**config.mk**
```make
export PLATFORM = sky130hd
export DESIGN_NAME = fp16_multiplier_pipe
export DESIGN_NICKNAME = d
export VERILOG_FILES = /design/src/rtl/fp16_pkg.sv /design/src/rtl/fp16_normalize_round.sv /design/src/rtl/fp16_multiplier_pipe.sv
export SDC_FILE = /design/constraint.sdc
export NUM_CORES = 1
export LEC_CHECK = 0
export CAP_MARGIN = 20
export CORE_MARGIN = 3
export CORE_UTILIZATION = 40
export CTS_CLUSTER_DIAMETER = 40
export DETAILED_ROUTE_END_ITERATION = 10
export SLEW_MARGIN = 40
export SYNTH_ARGS = -nofsm -noshare
export SYNTH_HDL_FRONTEND = slang
export SYNTH_SLANG_ARGS = --single-unit
```
**constraint.sdc**
```tcl
create_clock -name clk -period 6.8 [get_ports clk]
set_input_delay 1.36 -clock clk [delete_from_list [all_inputs] [get_ports clk]]
set_output_delay 1.36 -clock clk [all_outputs]
set_load 0.01 [all_outputs]
```
**src/rtl/fp16_pkg.sv**
```systemverilog
// Shared binary16 definitions for the FP16 datapath (multiplier and adder).
// Holds field widths, canonical encodings, the unpacked struct and operand classification.
package fp16_pkg;

    localparam int EXP_WIDTH = 5;
    localparam int MAN_WIDTH = 10;
    localparam int EXP_BIAS = 15;
    localparam logic [15:0] FP16_QNAN = 16'h7E00;
    localparam logic [15:0] FP16_POS_INF = 16'h7C00;

    typedef struct packed {
        logic                 sign;
        logic [EXP_WIDTH-1:0] exp;
        logic [MAN_WIDTH-1:0] man;
    } fp16_t;

    typedef enum logic [1:0] {
        CL_ZERO = 2'd0,
        CL_NORM = 2'd1,
        CL_INF  = 2'd2,
        CL_NAN  = 2'd3
    } fp_class_e;

    typedef enum logic [1:0] {
        SP_NONE = 2'd0,
        SP_ZERO = 2'd1,
        SP_INF  = 2'd2,
        SP_NAN  = 2'd3
    } special_e;

    // Subnormal encodings classify as zero so they flush on input.
    function automatic fp_class_e fp16_classify(input fp16_t x);
        fp_class_e c;
        if (x.exp == '0) begin
            c = CL_ZERO;
        end else if (x.exp == '1) begin
            c = (x.man == '0) ? CL_INF : CL_NAN;
        end else begin
            c = CL_NORM;
        end
        return c;
    endfunction

endpackage

```
**src/rtl/fp16_normalize_round.sv**
```systemverilog
// Normalizes a 22-bit significand product, rounds to nearest-even and packs a binary16 result.
// Purely combinational so the caller decides where the output register sits.
module fp16_normalize_round
    import fp16_pkg::*;
(
    input  logic        sign,
    input  logic [7:0]  exp_sum,
    input  logic [21:0] prod,
    input  special_e    special,
    output logic [15:0] result,
    output logic        overflow,
    output logic        underflow,
    output logic        invalid
);

    logic [9:0]         man_s;
    logic               guard_s;
    logic               rnd_s;
    logic               sticky_s;
    logic               round_up_s;
    logic [10:0]        man_rnd_s;
    logic signed [9:0]  exp_fin_s;

    // Select the normalized window, round, and resolve special/range cases.
    always_comb begin
        man_s      = prod[21] ? prod[20:11] : prod[19:10];
        guard_s    = prod[21] ? prod[10] : prod[9];
        rnd_s      = prod[21] ? prod[9] : prod[8];
        sticky_s   = prod[21] ? (|prod[8:0]) : (|prod[7:0]);
        round_up_s = guard_s & (rnd_s | sticky_s | man_s[0]);
        man_rnd_s  = {1'b0, man_s} + {10'd0, round_up_s};
        // exp_sum is two's complement; a rounding carry leaves the mantissa at zero.
        exp_fin_s  = $signed({{2{exp_sum[7]}}, exp_sum}) + $signed({9'd0, prod[21]})
                   + $signed({9'd0, man_rnd_s[10]});
        result     = 16'h0000;
        overflow   = 1'b0;
        underflow  = 1'b0;
        invalid    = 1'b0;
        case (special)
            SP_NAN: begin
                result  = FP16_QNAN;
                invalid = 1'b1;
            end
            SP_INF: begin
                result = FP16_POS_INF | {sign, 15'd0};
            end
            SP_ZERO: begin
                result = {sign, 15'd0};
            end
            SP_NONE: begin
                if (exp_fin_s >= 10'sd31) begin
                    result   = FP16_POS_INF | {sign, 15'd0};
                    overflow = 1'b1;
                end else if (exp_fin_s <= 10'sd0) begin
                    result    = {sign, 15'd0};
                    underflow = 1'b1;
                end else begin
                    result = {sign, exp_fin_s[4:0], man_rnd_s[9:0]};
                end
            end
            default: begin
                result = 16'h0000;
            end
        endcase
    end

endmodule

```
**src/rtl/fp16_multiplier_pipe.sv**
```systemverilog
// Three-stage binary16 multiplier: unpack/classify, significand multiply, normalize/round/pack.
// en stalls every register; a valid bit travels alongside each stage's payload.
module fp16_multiplier_pipe #(
    parameter int DATA_WIDTH = 16,
    parameter int EXP_WIDTH  = 5,
    parameter int MAN_WIDTH  = 10
) (
    input  logic                  clk,
    input  logic                  reset,
    input  logic                  en,
    input  logic                  in_valid,
    input  logic [DATA_WIDTH-1:0] a,
    input  logic [DATA_WIDTH-1:0] b,
    output logic                  out_valid,
    output logic [DATA_WIDTH-1:0] result,
    output logic                  overflow,
    output logic                  underflow,
    output logic                  invalid
);
    import fp16_pkg::*;

    localparam int SIG_WIDTH  = MAN_WIDTH + 1;
    localparam int PROD_WIDTH = 2 * SIG_WIDTH;

    fp16_t                 a_f_s;
    fp16_t                 b_f_s;
    fp_class_e             cls_a_s;
    fp_class_e             cls_b_s;
    special_e              special_s;
    logic [7:0]            exp_sum_s;
    logic [SIG_WIDTH-1:0]  sig_a_s;
    logic [SIG_WIDTH-1:0]  sig_b_s;

    logic                  s1_valid_r;
    logic                  s1_sign_r;
    logic [7:0]            s1_exp_r;
    logic [SIG_WIDTH-1:0]  s1_sig_a_r;
    logic [SIG_WIDTH-1:0]  s1_sig_b_r;
    special_e              s1_special_r;

    logic                  s2_valid_r;
    logic                  s2_sign_r;
    logic [7:0]            s2_exp_r;
    logic [PROD_WIDTH-1:0] s2_prod_r;
    special_e              s2_special_r;

    logic [15:0]           nr_result_s;
    logic                  nr_overflow_s;
    logic                  nr_underflow_s;
    logic                  nr_invalid_s;

    // Stage 1 combinational unpack, exponent sum and special-case priority.
    always_comb begin
        a_f_s     = a;
        b_f_s     = b;
        cls_a_s   = fp16_classify(a_f_s);
        cls_b_s   = fp16_classify(b_f_s);
        exp_sum_s = {{(8-EXP_WIDTH){1'b0}}, a_f_s.exp} + {{(8-EXP_WIDTH){1'b0}}, b_f_s.exp}
                  - 8'(EXP_BIAS);
        sig_a_s   = {1'b1, a_f_s.man};
        sig_b_s   = {1'b1, b_f_s.man};
        if ((cls_a_s == CL_NAN) || (cls_b_s == CL_NAN)
            || ((cls_a_s == CL_INF) && (cls_b_s == CL_ZERO))
            || ((cls_b_s == CL_INF) && (cls_a_s == CL_ZERO))) begin
            special_s = SP_NAN;
        end else if ((cls_a_s == CL_INF) || (cls_b_s == CL_INF)) begin
            special_s = SP_INF;
        end else if ((cls_a_s == CL_ZERO) || (cls_b_s == CL_ZERO)) begin
            special_s = SP_ZERO;
        end else begin
            special_s = SP_NONE;
        end
    end

    // Stage 1 register.
    always_ff @(posedge clk or negedge reset) begin
        if (!reset) begin
            s1_valid_r   <= 1'b0;
            s1_sign_r    <= 1'b0;
            s1_exp_r     <= 8'd0;
            s1_sig_a_r   <= '0;
            s1_sig_b_r   <= '0;
            s1_special_r <= SP_NONE;
        end else if (en) begin
            s1_valid_r   <= in_valid;
            s1_sign_r    <= a_f_s.sign ^ b_f_s.sign;
            s1_exp_r     <= exp_sum_s;
            s1_sig_a_r   <= sig_a_s;
            s1_sig_b_r   <= sig_b_s;
            s1_special_r <= special_s;
        end
    end

    // Stage 2 register: full-width significand product.
    always_ff @(posedge clk or negedge reset) begin
        if (!reset) begin
            s2_valid_r   <= 1'b0;
            s2_sign_r    <= 1'b0;
            s2_exp_r     <= 8'd0;
            s2_prod_r    <= '0;
            s2_special_r <= SP_NONE;
        end else if (en) begin
            s2_valid_r   <= s1_valid_r;
            s2_sign_r    <= s1_sign_r;
            s2_exp_r     <= s1_exp_r;
            s2_prod_r    <= PROD_WIDTH'(s1_sig_a_r) * PROD_WIDTH'(s1_sig_b_r);
            s2_special_r <= s1_special_r;
        end
    end

    fp16_normalize_round u_norm (
        .sign      (s2_sign_r),
        .exp_sum   (s2_exp_r),
        .prod      (s2_prod_r),
        .special   (s2_special_r),
        .result    (nr_result_s),
        .overflow  (nr_overflow_s),
        .underflow (nr_underflow_s),
        .invalid   (nr_invalid_s)
    );

    // Output register; bubbles leave the last product and flags in place.
    always_ff @(posedge clk or negedge reset) begin
        if (!reset) begin
            out_valid <= 1'b0;
            result    <= '0;
            overflow  <= 1'b0;
            underflow <= 1'b0;
            invalid   <= 1'b0;
        end else if (en) begin
            out_valid <= s2_valid_r;
            if (s2_valid_r) begin
                result    <= DATA_WIDTH'(nr_result_s);
                overflow  <= nr_overflow_s;
                underflow <= nr_underflow_s;
                invalid   <= nr_invalid_s;
            end
        end
    end

endmodule

```
# After elaboration in Yosys (flattened, before gate mapping)
# Cells that the tools add are included.
totals:
  regBits: 88
  in_bits: 36
  out_inout_bits: 20
  wordCells: 76
classes:
  add_sub_neg: 5
  n_mul: 1
  magnitude_cmp: 2
  eq_ne: 9
  n_mux: 22
  bitwise_logic: 4
  n_reduce_logical: 17
op_table:
  columns: ["operator", "n"]
  rows:
  - ["$pmux 16 s4", 1]
  - ["$mux 15", 2]
  - ["$mul 11x11->22", 1]
  - ["$logic_not 10->1", 2]
  - ["$eq 2x2->1 const B", 6]
  - ["$mux 1", 12]
  - ["$mux 2", 6]
  - ["$add 10x1->11", 1]
  - ["$add 10x2->10", 1]
  - ["$eq 5x5->1 const B", 2]
  - ["$ge 10x6->1 const B", 1]
  - ["$le 10x1->1 const B", 1]
  - ["$logic_not 5->1", 2]
  - ["$mux 10", 1]
  - ["$add 8x2->9", 1]
  - ["$reduce_or 9->1", 1]
  - ["$reduce_or 8->1", 1]
  - ["$sub 6x4->7 const B", 1]
  - ["$add 5x5->6", 1]
  - ["$logic_not 2->1", 3]
  - ["$logic_or 1x1->1", 5]
  - ["$eq 2x1->1 const B", 1]
  - ["$logic_and 1x1->1", 2]
  - ["$or 1x1->1", 2]
  - ["other kinds (3)", 3]

# Logic depth before layout (Yosys ltp)
# Gate-level depths: netlist of the first run.
depth:
  word_depth: 11
  depth_mapped: 19

# Cells and area by module
# A second synthesis of the first run with hierarchy kept.
unflattened:
  hier_cells: 897
  area_unflattened_um2: 8629.5
by_module_without_submodules:
  columns: ["mod", "instances", "cells_each", "area_each_um2", "seq_area_each_um2"]
  rows:
  - ["fp16_multiplier_pipe", 1, 769, 7737.4, 2127.0]
  - ["fp16_normalize_round", 1, 128, 892.1, 0.0]

# Worst setup path after synthesis of the first run
# OpenSTA, ideal clock, no wires.
synth_timing:
  path_kind: "reg-to-reg"
  from: "reg s1_sig_a_r[10]"
  to: "reg s2_prod_r[13]"
  setup_ns: 0.125
  arrival_ns: 5.042
  t_required_ns: 6.675
  setup_slack_ns: 1.633
  path_stages_with_launch: 18
  n_path_buf: 1
  period_less_slack_ns: 5.167
  path_cell_list: "dfrtp_1 -> clkbuf_1 -> nand2_1 -> fa_1 -> fa_1 -> inv_1 -> fa_1 -> fa_1 -> inv_1 -> fa_1 -> inv_1 -> ha_1 -> a21o_1 -> a21o_1 -> a211oi_1 -> o21ai_0 -> xor2_1 -> mux2_2"
synth_between:
  elab_chain_cells: 1
synth_lines:
  columns: ["element", "line_no", "source"]
  rows:
  - ["start: declaration", "fp16_multiplier_pipe.sv:37", "logic [SIG_WIDTH-1:0] s1_sig_a_r;"]
  - ["start signal: assignment", "fp16_multiplier_pipe.sv:88", "s1_sig_a_r <= sig_a_s;"]
  - ["$mul 11x11->22", "fp16_multiplier_pipe.sv:106", "s2_prod_r <= PROD_WIDTH'(s1_sig_a_r) * PROD_WIDTH'(s1_sig_b_r);"]
  - ["end signal: assignment", "fp16_multiplier_pipe.sv:106", null]
  - ["end: declaration", "fp16_multiplier_pipe.sv:44", "logic [PROD_WIDTH-1:0] s2_prod_r;"]
# No other way between the ends.
# A chain may end at the register's enable or synchronous reset.

# Final worst setup path of the first run
layout_timing:
  from: "reg s1_sig_b_r[7]"
  to: "reg s2_prod_r[13]"
layout_between:
  elab_chain_cells: 1
layout_lines:
  columns: ["element", "line_no", "source"]
  rows:
  - ["start: declaration", "fp16_multiplier_pipe.sv:38", "logic [SIG_WIDTH-1:0] s1_sig_b_r;"]
  - ["start signal: assignment", "fp16_multiplier_pipe.sv:89", "s1_sig_b_r <= sig_b_s;"]
  - ["$mul 11x11->22", "fp16_multiplier_pipe.sv:106", null]
# No other way between the ends.

==> reports/qor.yml, run 1 <==
status:
  status: "finished, final reports clean"
hold_path:
  hp-class: "flop to flop"
drt:
  vias: 6321
  post-route-drc-count: 0
  wl_mm: 19.02
  via_per_inst: 5.325
  drt_pre_antenna_iters: 6
  drtIter0Drc: 417
  ant_nets: 0
  wl_per_cell_um: 16.02
logic_synthesis:
  ys_async_sr_fraction_pct: 100.0
  synth_top_flop_cell: "dfrtp_1"
  ys_ff_latch: 85
  yosysUniqueCellTypes: 65
  syn_nets: 1077
  ys_warn_count: 0
  yosysSeqAreaShare_pct: 25.10
  avgSynthCellArea_sq_um: 9.566
  synth_edf_count: 0
  netlist_instances: 886
  synthesis.area_sq_mm: 0.008476
global_routing:
  overflow: 0
  grtUsageTotal_pct: 17.81
  antenna_found_initial: 0
  grt_max_degree: 70
  grt_pass1_wl_mm: 32.46
  grt_pass1_vias: 6427
cts:
  h-tree-depth: 3
  cts_tree: "done"
  cts_sinks: 85
  clk_latency_ns: 0.36
  post_cts_resized: 0
  cts-root-buf: "clkbuf_16"
  clockBufferDepth: 2
  post-cts-setup-buffer-count: 0
  clkTransAtPathRegs_ns: 0.07
  postCtsHoldBufs: 0
  numCtsBuffers: 9
placed_design:
  io_buffers: 55
  routabilityCongestion: 0.8797
  placed_cell_area_sq_mm: 0.009215
  dp_hpwl_mm: 14.49
layout:
  n_fill_cell: 1968
  final_cell_mix: "inv_1 (110), dfrtp_1 (85), fa_1 (81)"
  seq_area_sq_mm: 0.002127
  antenna_cells: 0
  multi_input_area_sq_mm: 0.005759
  nNetsFinal: 1103
  area_growth_pct: 12.36
  layout.cells.most_common: "inv_1"
  drive_gt1_share_pct: 8.288
  design_area_sq_mm: 0.009523
pwr:
  vdd_drop_max_v: 0.0004504
  power.density_mw_per_mm2: 523.5
  leakage_nw: 4.389
  p_total_w: 0.004985
run:
  maxCapViolCount: 0
worst_setup_path:
  path_max_fanout: 12
  worstSetupStartpointType: "flop"
  critPathRequiredTime_ns: 7.04
  crit_arrival_ns: 5.78
  worstSetupPathType: "flop to flop"
  endpoint_kind: "flop"
timing:
  hold_viol_final: 0
  final.period_utilization_pct: 81.51
  setup_viol: 0
  skew_ns: 0.01146
  rsz0062_at_grt: "no"
  worstMarginPinSlew_ns: 0.7947
  whs_ns: 0.4802
  layout_min_cycle_time_ns: 5.543
  slew_headroom_pct: 46.53
  tns_ns: 0
  timing.fmax_mhz: 180.4
  slew_violations: 0
floorplan:
  num_io_pins: 56
  die_w_um: 151.6
  start_util_pct: 41.36
  row_count: 52
  core_area_sq_mm: 0.02049
  die_y_um: 151.6
  die_area_sq_mm: 0.02297
power breakdown:
part | leakage [nW] | switching [W] | internal [W]
sequential | 1.02 | 0.000171 | 0.000668
combinational | 3.22 | 0.00202 | 0.00163
clock | 0.143 | 0.000246 | 0.000258
total | 4.39 | 0.00243 | 0.00255
routing by layer:
metal	up-vias	wire length [um]	track usage (%)
li1	3047	-	-
met1	3161	8806	24.56
met2	95	9367	29.74
met3	18	569	2.320
met4	0	271	4.582
met5	-	0	0
logic make-up (layout without fill, tap and decap cells):
group                    Yosys count  count (layout)  synth area share, %
flip-flops                        85              85                25.10
AO/OA/AOI/OAI                    156             156                12.50
XOR/XNOR                          17              17                1.757
adder cells (fa/ha/maj)          155             155                30.06
multiplexers                      55              55                7.160
buffers and inverters            156             187                7.027
AND/OR/NAND/NOR                  262             262                16.40
path summary, 6_finish.rpt:
kind	cells past startpoint	slack (ns)	endpoint	start
min in group asynchronous	1	0.91	result[13]$_DFFE_PN0P_	reset
setup / recovery	16	1.26	s2_prod_r[13]$_DFFE_PN0P_	s1_sig_b_r[7]$_DFFE_PN0P_
max in group asynchronous	2	5.01	s2_prod_r[20]$_DFFE_PN0P_	reset
hold / removal	1	0.48	s2_prod_r[7]$_DFFE_PN0P_	s2_prod_r[7]$_DFFE_PN0P_
hold reg to reg	1	0.48	s2_prod_r[7]$_DFFE_PN0P_	s2_prod_r[7]$_DFFE_PN0P_
setup reg to reg	16	1.26	s2_prod_r[13]$_DFFE_PN0P_	s1_sig_b_r[7]$_DFFE_PN0P_
per-stage QoR:
stage	std cells	util, %	setup slack, ns
after global routing	1187	46.47	0.9366
after global placement	1171	44.96	1.373
after detailed placement	1171	44.96	1.286
final	1187	46.47	1.257
after floorplan	886	-	1.633
after CTS	1187	46.40	1.251
cells in the mapped netlist, types with 3 or more instances:
cell type / count / area share (%)
a21o_1: 12 / 1.1
inv_1: 110 / 4.9
nor2_1: 33 / 1.5
nor2b_1: 5 / 0.37
o21ai_0: 31 / 1.8
a311oi_1: 5 / 0.52
xor2_1: 3 / 0.31
clkbuf_1: 36 / 1.6
o31ai_1: 5 / 0.44
buf_1: 6 / 0.27
dfrtp_1: 85 / 25
a31oi_1: 3 / 0.22
or3_1: 5 / 0.37
nand4_1: 6 / 0.44
a21oi_1: 38 / 2.2
nand2_1: 79 / 3.5
a211oi_1: 14 / 1.2
nand3_1: 16 / 0.94
or4_1: 4 / 0.35
mux2i_1: 10 / 1.2
a211o_1: 3 / 0.31
nand3b_1: 5 / 0.44
fa_1: 81 / 19
o21a_1: 5 / 0.44
a32o_1: 3 / 0.35
ha_1: 74 / 11
mux2_2: 45 / 6.0
nor4_1: 7 / 0.52
xnor2_1: 14 / 1.4
and3_1: 4 / 0.30
a22o_1: 8 / 0.83
nand2b_1: 8 / 0.59
nor3_1: 7 / 0.41
and2_1: 71 / 5.2
a21boi_0: 5 / 0.44
state kept, by name (all words and copies together) (netlist names):
name,count
s2_exp_r,7
underflow,1
invalid,1
s1_special_r,2
s1_sign_r,1
s2_valid_r,1
s2_special_r,2
out_valid,1
s1_exp_r,7
s1_valid_r,1
overflow,1
s2_prod_r,22
s1_sig_b_r,10
s1_sig_a_r,11
result,16
s2_sign_r,1
critical path, cell delays in order (launching register included):
cell	delay, ns
dfrtp_1	0.61
nand2_1	0.14
fa_1	0.51
fa_1	0.50
inv_1	0.06
fa_1	0.51
fa_1	0.54
inv_1	0.05
fa_1	0.53
inv_1	0.05
ha_1	0.35
a21o_1	0.17
a21o_1	0.18
a211oi_1	0.57
o21ai_0	0.20
xor2_1	0.18
mux2_2	0.26
area by class of cell:
| cell class | count | share of cell area [%] |
|---|---|---|
| Timing Repair Buffer | 60 | 6.175 |
| Tap cell | 270 | 3.547 |
| Clock buffer | 9 | 2.365 |
| Inverter | 111 | 4.375 |
| Multi-Input combinational cell | 645 | 60.48 |
| Sequential cell | 85 | 22.34 |
| Clock inverter | 7 | 0.7226 |
Note: power is estimated with default switching activity, not from simulation.
==> run 2: changes to the inputs <==
- clock period: 6.8 -> 4.5 ns (I/O delays scaled with it)
==> run 2 against run 1 <==
Net effect:
- the run now ends with negative setup slack left
- maximum frequency increased by 18%
- clock skew decreased by 0.00072 ns
- via count increased by 7.8%
- first-iteration DRC count decreased by 21%
- non-clock buffer count increased by 106
- routed wire length increased by 3.7%
- largest cell class unchanged
- cell count increased by 8.8%
- worst hold slack improved by 0.00075 ns
- count of clock-buffer cells in the layout unchanged
- critical path depth increased by 1
- cell area increased by 13%
==> reports/qor.yml, run 2 (synthesis gave the netlist of run 1 again) <==
status:
  status: "finished, violations left"
  violations: "negative setup slack"
cts:
  cts_sinks: 85
  clkTransAtPathRegs_ns: 0.07
  numCtsBuffers: 9
  h-tree-depth: 3
  cts_tree: "done"
  cts-root-buf: "clkbuf_16"
  clockBufferDepth: 2
  clk_latency_ns: 0.36
drt:
  drt_pre_antenna_iters: 5
  post-route-drc-count: 0
  ant_nets: 0
  vias: 6811
  drtIter0Drc: 331
  wl_per_cell_um: 15.26
  via_per_inst: 5.272
  wl_mm: 19.71
timing:
  slew_violations: 0
  worstMarginPinSlew_ns: 0.7370
  hold_viol_final: 0
  skew_ns: 0.01074
  setup_viol: 12
  final.period_utilization_pct: 104.4
  timing.fmax_mhz: 212.8
  slew_headroom_pct: 50.42
  rsz0062_at_grt: "yes"
  whs_ns: 0.4809
  finalWorstSetupSlack_ns: -0.2002
  layout_min_cycle_time_ns: 4.700
  tns_ns: -1.420
global_routing:
  top_usage_layer: "met2"
  grt_max_degree: 65
  grt.met3_usage_pct: 2.647
  grt_pass1_vias: 6922
  met2_usage_pct: 31.43
  grtUsageTotal_pct: 18.48
  grt_pass1_wl_mm: 33.83
  antenna_found_initial: 0
  grt_use_met1_pct: 24.87
  overflow: 0
worst_setup_path:
  critPathRequiredTime_ns: 4.72
  crit_end: "s2_prod_r[16]$_DFFE_PN0P_"
  path_common_cell: "fa_1"
  worst_path_dominant_cell_family: "adder cells"
  worstSetupPathDepth: 17
  path_max_fanout: 8
  reg2reg_slack_ns: -0.20
  path_buf_inv: 4
  cpPeakStageDelay_ns: 0.56
  crit_arrival_ns: 4.92
  worstSetupStartpointType: "flop"
  worstSetupPathType: "flop to flop"
  path_cells: "nand2_4, fa_1, fa_1, fa_1, inv_1, fa_1, inv_1, fa_1, inv_1, ha_2, a21o_1, a21o_1, a32oi_4, buf_4, o21ai_2, xnor2_1, mux2i_1"
  crit_start: "s1_sig_b_r[2]$_DFFE_PN0P_"
  endpoint_kind: "flop"
  r2r_start: "s1_sig_b_r[2]$_DFFE_PN0P_"
  ff2ff_path_depth: 17
  timing.rr.end: "s2_prod_r[16]$_DFFE_PN0P_"
  crit_slowest_cell: "fa_1"
placed_design:
  place_ws_ns: -0.3519
  routabilityCongestion: 0.8070
  dp_hpwl_mm: 14.89
  io_buffers: 55
  placed_cell_area_sq_mm: 0.009901
layout:
  nNetsFinal: 1209
  antenna_cells: 0
  largest_register_ffs: 22
  layout.cells.most_common: "inv_1"
  n_fill_cell: 1861
  seq_area_sq_mm: 0.002150
  top_register: "s2_prod_r"
  multi_input_area_sq_mm: 0.006115
  drive_gt1_share_pct: 25.83
  area_growth_pct: 26.67
  final_cell_mix: "inv_1 (102), buf_4 (100), fa_1 (75)"
  design_area_sq_mm: 0.01074
  top_regs: "s2_prod_r x22, result x16, s1_sig_a_r x11"
hold_path:
  hp-class: "flop to flop"
floorplan:
  die_w_um: 151.6
  start_util_pct: 41.36
  row_count: 52
  die_area_sq_mm: 0.02297
  core_area_sq_mm: 0.02049
  num_io_pins: 56
  die_y_um: 151.6
run:
  maxCapViolCount: 0
[run 2: worst register-to-register path, delay by kind of cell (launching register included)]
family | cells | cell delay, ns
xor gates and xnor gates | 1 | 0.15
adders and majority gates | 6 | 2.68
and+or+nand+nor | 1 | 0.07
muxes | 1 | 0.09
AOI/OAI and AO/OA | 4 | 0.73
buffers and inverters | 4 | 0.34
DFF | 1 | 0.51
[run 2: worst min-delay path by stage]
stage | slack [ns] | cells past startpoint | startpoint | to
5_1_grt | 0.51 | 2 | s1_exp_r[0]$_DFFE_PN0P_ | s1_exp_r[0]$_DFFE_PN0P_
3_5_place_dp | 0.47 | 1 | s2_prod_r[7]$_DFFE_PN0P_ | s2_prod_r[7]$_DFFE_PN0P_
3_3_place_gp | 0.47 | 1 | s2_prod_r[7]$_DFFE_PN0P_ | s2_prod_r[7]$_DFFE_PN0P_
6_report | 0.48 | 1 | s2_prod_r[7]$_DFFE_PN0P_ | s2_prod_r[7]$_DFFE_PN0P_
4_1_cts | 0.49 | 1 | s2_prod_r[7]$_DFFE_PN0P_ | s2_prod_r[7]$_DFFE_PN0P_
2_1_floorplan | 0.45 | 2 | s1_exp_r[0]$_DFFE_PN0P_ | s1_exp_r[0]$_DFFE_PN0P_
[run 2: metal layers]
metal	part of all wire (%)	wire, um
met1	46	9071
met2	50	9771
met3	2.7	537
met4	1.7	331
met5	0	0
[run 2: layout make-up]
type | count | share of cell area (%)
sequential | 85 | 20.02
multi-input combinational | 645 | 56.95
clock inverter | 6 | 0.6643
timing repair buffer | 166 | 13.24
inverter | 111 | 3.881
tap | 270 | 3.147
clock buffer | 9 | 2.098
[run 2: what timing repair did]
action,CTS,global route
setup endpoints to repair,13,24
pin swaps,32,10
setup buffers,20,13
hold buffers,0,0
resized for setup,76,21
[run 2: metrics by stage]
step	std cells	utilization, %
4_1_cts	1280	51.50
5_1_grt	1292	52.39
3_5_place_dp	1245	48.31
2_1_floorplan	886	-
3_3_place_gp	1245	48.31
6_report	1292	52.39
Power of run 2 is left out: the tool's default activity adds up to more than one toggle a clock period on the data nets, which glitch-free logic cannot reach.
==> run 3: changes to the inputs <==
- PLACE_DENSITY: default -> 0.59
- TNS_END_PERCENT: default -> 1
==> run 3 against run 2 <==
Net effect:
- the flow still finishes with violations (negative setup slack)
- cell count is 0.70% lower
- sequential cell count did not move
- worst hold slack worse by 0.0044 ns
- non-clock buffer count decreased by 9
- first-iteration DRC count shrank 31%
- worst setup slack worse by 0.035 ns
- die area is the same
- routed wire length decreased by 1.6%
- cell area fell by 1.7%
- critical path type unchanged
- critical endpoint is now s2_prod_r[13]$_DFFE_PN0P_
- register-to-register slack worse by 0.04 ns
- core utilization fell by 0.88 points
==> reports/qor.yml, run 3 (synthesis gave the netlist of run 1 again) <==
cts:
  postCtsHoldBufs: 0
  clkTransAtPathRegs_ns: 0.07
  clk_latency_ns: 0.35
  cts_sinks: 85
  h-tree-depth: 3
  clockBufferDepth: 2
  cts_tree: "done"
  cts-root-buf: "clkbuf_16"
  numCtsBuffers: 9
layout:
  area_growth_pct: 24.55
  top_register: "s2_prod_r"
  layout.cells.most_common: "inv_1"
  nNetsFinal: 1200
  final_core_util_pct: 51.51
  drive_gt1_share_pct: 23.20
  top_regs: "s2_prod_r x22, result x16, s1_sig_a_r x11"
  antenna_cells: 0
  final_cell_mix: "inv_1 (107), buf_4 (91), nand2_1 (75)"
  largest_register_ffs: 22
timing:
  rsz0062_at_grt: "yes"
  worstMarginPinSlew_ns: 0.7498
  slew_violations: 0
  final.period_utilization_pct: 105.2
  setup_viol: 10
  skew_ns: 0.01039
  slew_headroom_pct: 50.01
  layout_min_cycle_time_ns: 4.736
  timing.fmax_mhz: 211.2
  hold_viol_final: 0
  finalWorstSetupSlack_ns: -0.2357
floorplan:
  start_util_pct: 41.36
  num_io_pins: 56
  die_y_um: 151.6
  row_count: 52
  die_area_sq_mm: 0.02297
  core_area_sq_mm: 0.02049
  die_w_um: 151.6
worst_setup_path:
  path_cells: "buf_6, nand2_1, fa_1, fa_1, inv_1, fa_1, fa_1, inv_1, fa_1, inv_2, ha_4, a21o_1, a21o_1, a211oi_2, buf_4, o21ai_2, xor2_1, mux2_2"
  worstSetupPathType: "flop to flop"
  reg2reg_slack_ns: -0.24
  worstSetupStartpointType: "flop"
  endpoint_kind: "flop"
  path_common_cell: "fa_1"
  critPathRequiredTime_ns: 4.74
  crit_arrival_ns: 4.98
  path_max_fanout: 6
  cpPeakStageDelay_ns: 0.51
  crit_slowest_cell: "fa_1"
global_routing:
  grt_max_degree: 70
  antenna_found_initial: 0
  grt_pass1_vias: 6524
  overflow: 0
  grtUsageTotal_pct: 18.03
  grt_pass1_wl_mm: 33.07
drt:
  post-route-drc-count: 0
  wl_per_cell_um: 15.12
  vias: 6543
  ant_nets: 0
  via_per_inst: 5.100
  drtIter0Drc: 230
  drt_pre_antenna_iters: 4
  wl_mm: 19.40
status:
  violations: "negative setup slack"
  status: "finished, violations left"
placed_design:
  routabilityCongestion: 0.8058
  io_buffers: 55
  dp_hpwl_mm: 14.95
run:
  maxCapViolCount: 0
hold_path:
  hp-class: "flop to flop"
## run 3: cell count changes in the layout (fill, tap and decap cells not counted), sizes merged
cell,before,now
clkinvlp,2,0
bufinv,1,0
buf,113,104
clkinv,2,4
inv,112,113
## run 3: path summary, 6_finish.rpt
check                                     startpoint                   endpoint  cells past startpoint
max                        s1_sig_a_r[5]$_DFFE_PN0P_  s2_prod_r[13]$_DFFE_PN0P_                     18
min                              invalid$_DFFE_PN0P_        invalid$_DFFE_PN0P_                      1
max reg2reg                s1_sig_a_r[5]$_DFFE_PN0P_  s2_prod_r[13]$_DFFE_PN0P_                     18
min reg2reg                      invalid$_DFFE_PN0P_        invalid$_DFFE_PN0P_                      1
max in group asynchronous                      reset  s1_sig_b_r[2]$_DFFE_PN0P_                      2
min in group asynchronous                      reset     result[11]$_DFFE_PN0P_                      1
## run 3: area by class of cell
class                      instances  area, sq um
fill                            1919         9938
sequential                        85         2150
clock inverter                     6        45.04
timing repair buffer             157         1383
multi-input combinational        645         6000
clock buffer                       9        225.2
inverter                         111        416.7
tap                              270        337.8
## run 3: stage by stage
step | setup TNS (ns) | instances | hold WS, ns | instance area [sq um] | setup slack (ns)
final | -1.741 | 1283 | 0.4766 | 10560 | -0.2357
after global routing | -3.777 | 1283 | 0.5074 | 10560 | -0.4001
after CTS | -1.890 | 1282 | 0.4796 | 10490 | -0.2308
after detailed placement | -3.916 | 1244 | 0.4645 | 9848 | -0.4215
after global placement | -2.852 | 1244 | 0.4635 | 9838 | -0.3519
after floorplan | -0.6083 | 886 | 0.4476 | 8671 | -0.1418
## run 3: critical path: cells and delay by family (launching register included)
kind	cells	cell delay [ns]
XOR/XNOR	1	0.14
AND/OR/NAND/NOR	1	0.06
adder cells (fa/ha/maj)	6	2.61
flip-flops	1	0.48
multiplexers	1	0.26
AO/OA/AOI/OAI	4	0.60
buffers and inverters	5	0.48
## run 3: repair_timing
action,CTS,global route
resized for setup,52,19
pin swaps,25,13
endpoints found under the setup margin,13,24
setup buffers,23,1
## run 3: metal layers
layer / track usage, % / vias up / wire (um)
met3: 2.142 / 19 / 541
met4: 5.211 / 0 / 287
met2: 29.07 / 89 / 8903
li1: - / 3249 / -
met5: 0 / - / 0
met1: 25.68 / 3186 / 9668
Power of run 3 is left out for the same reason.
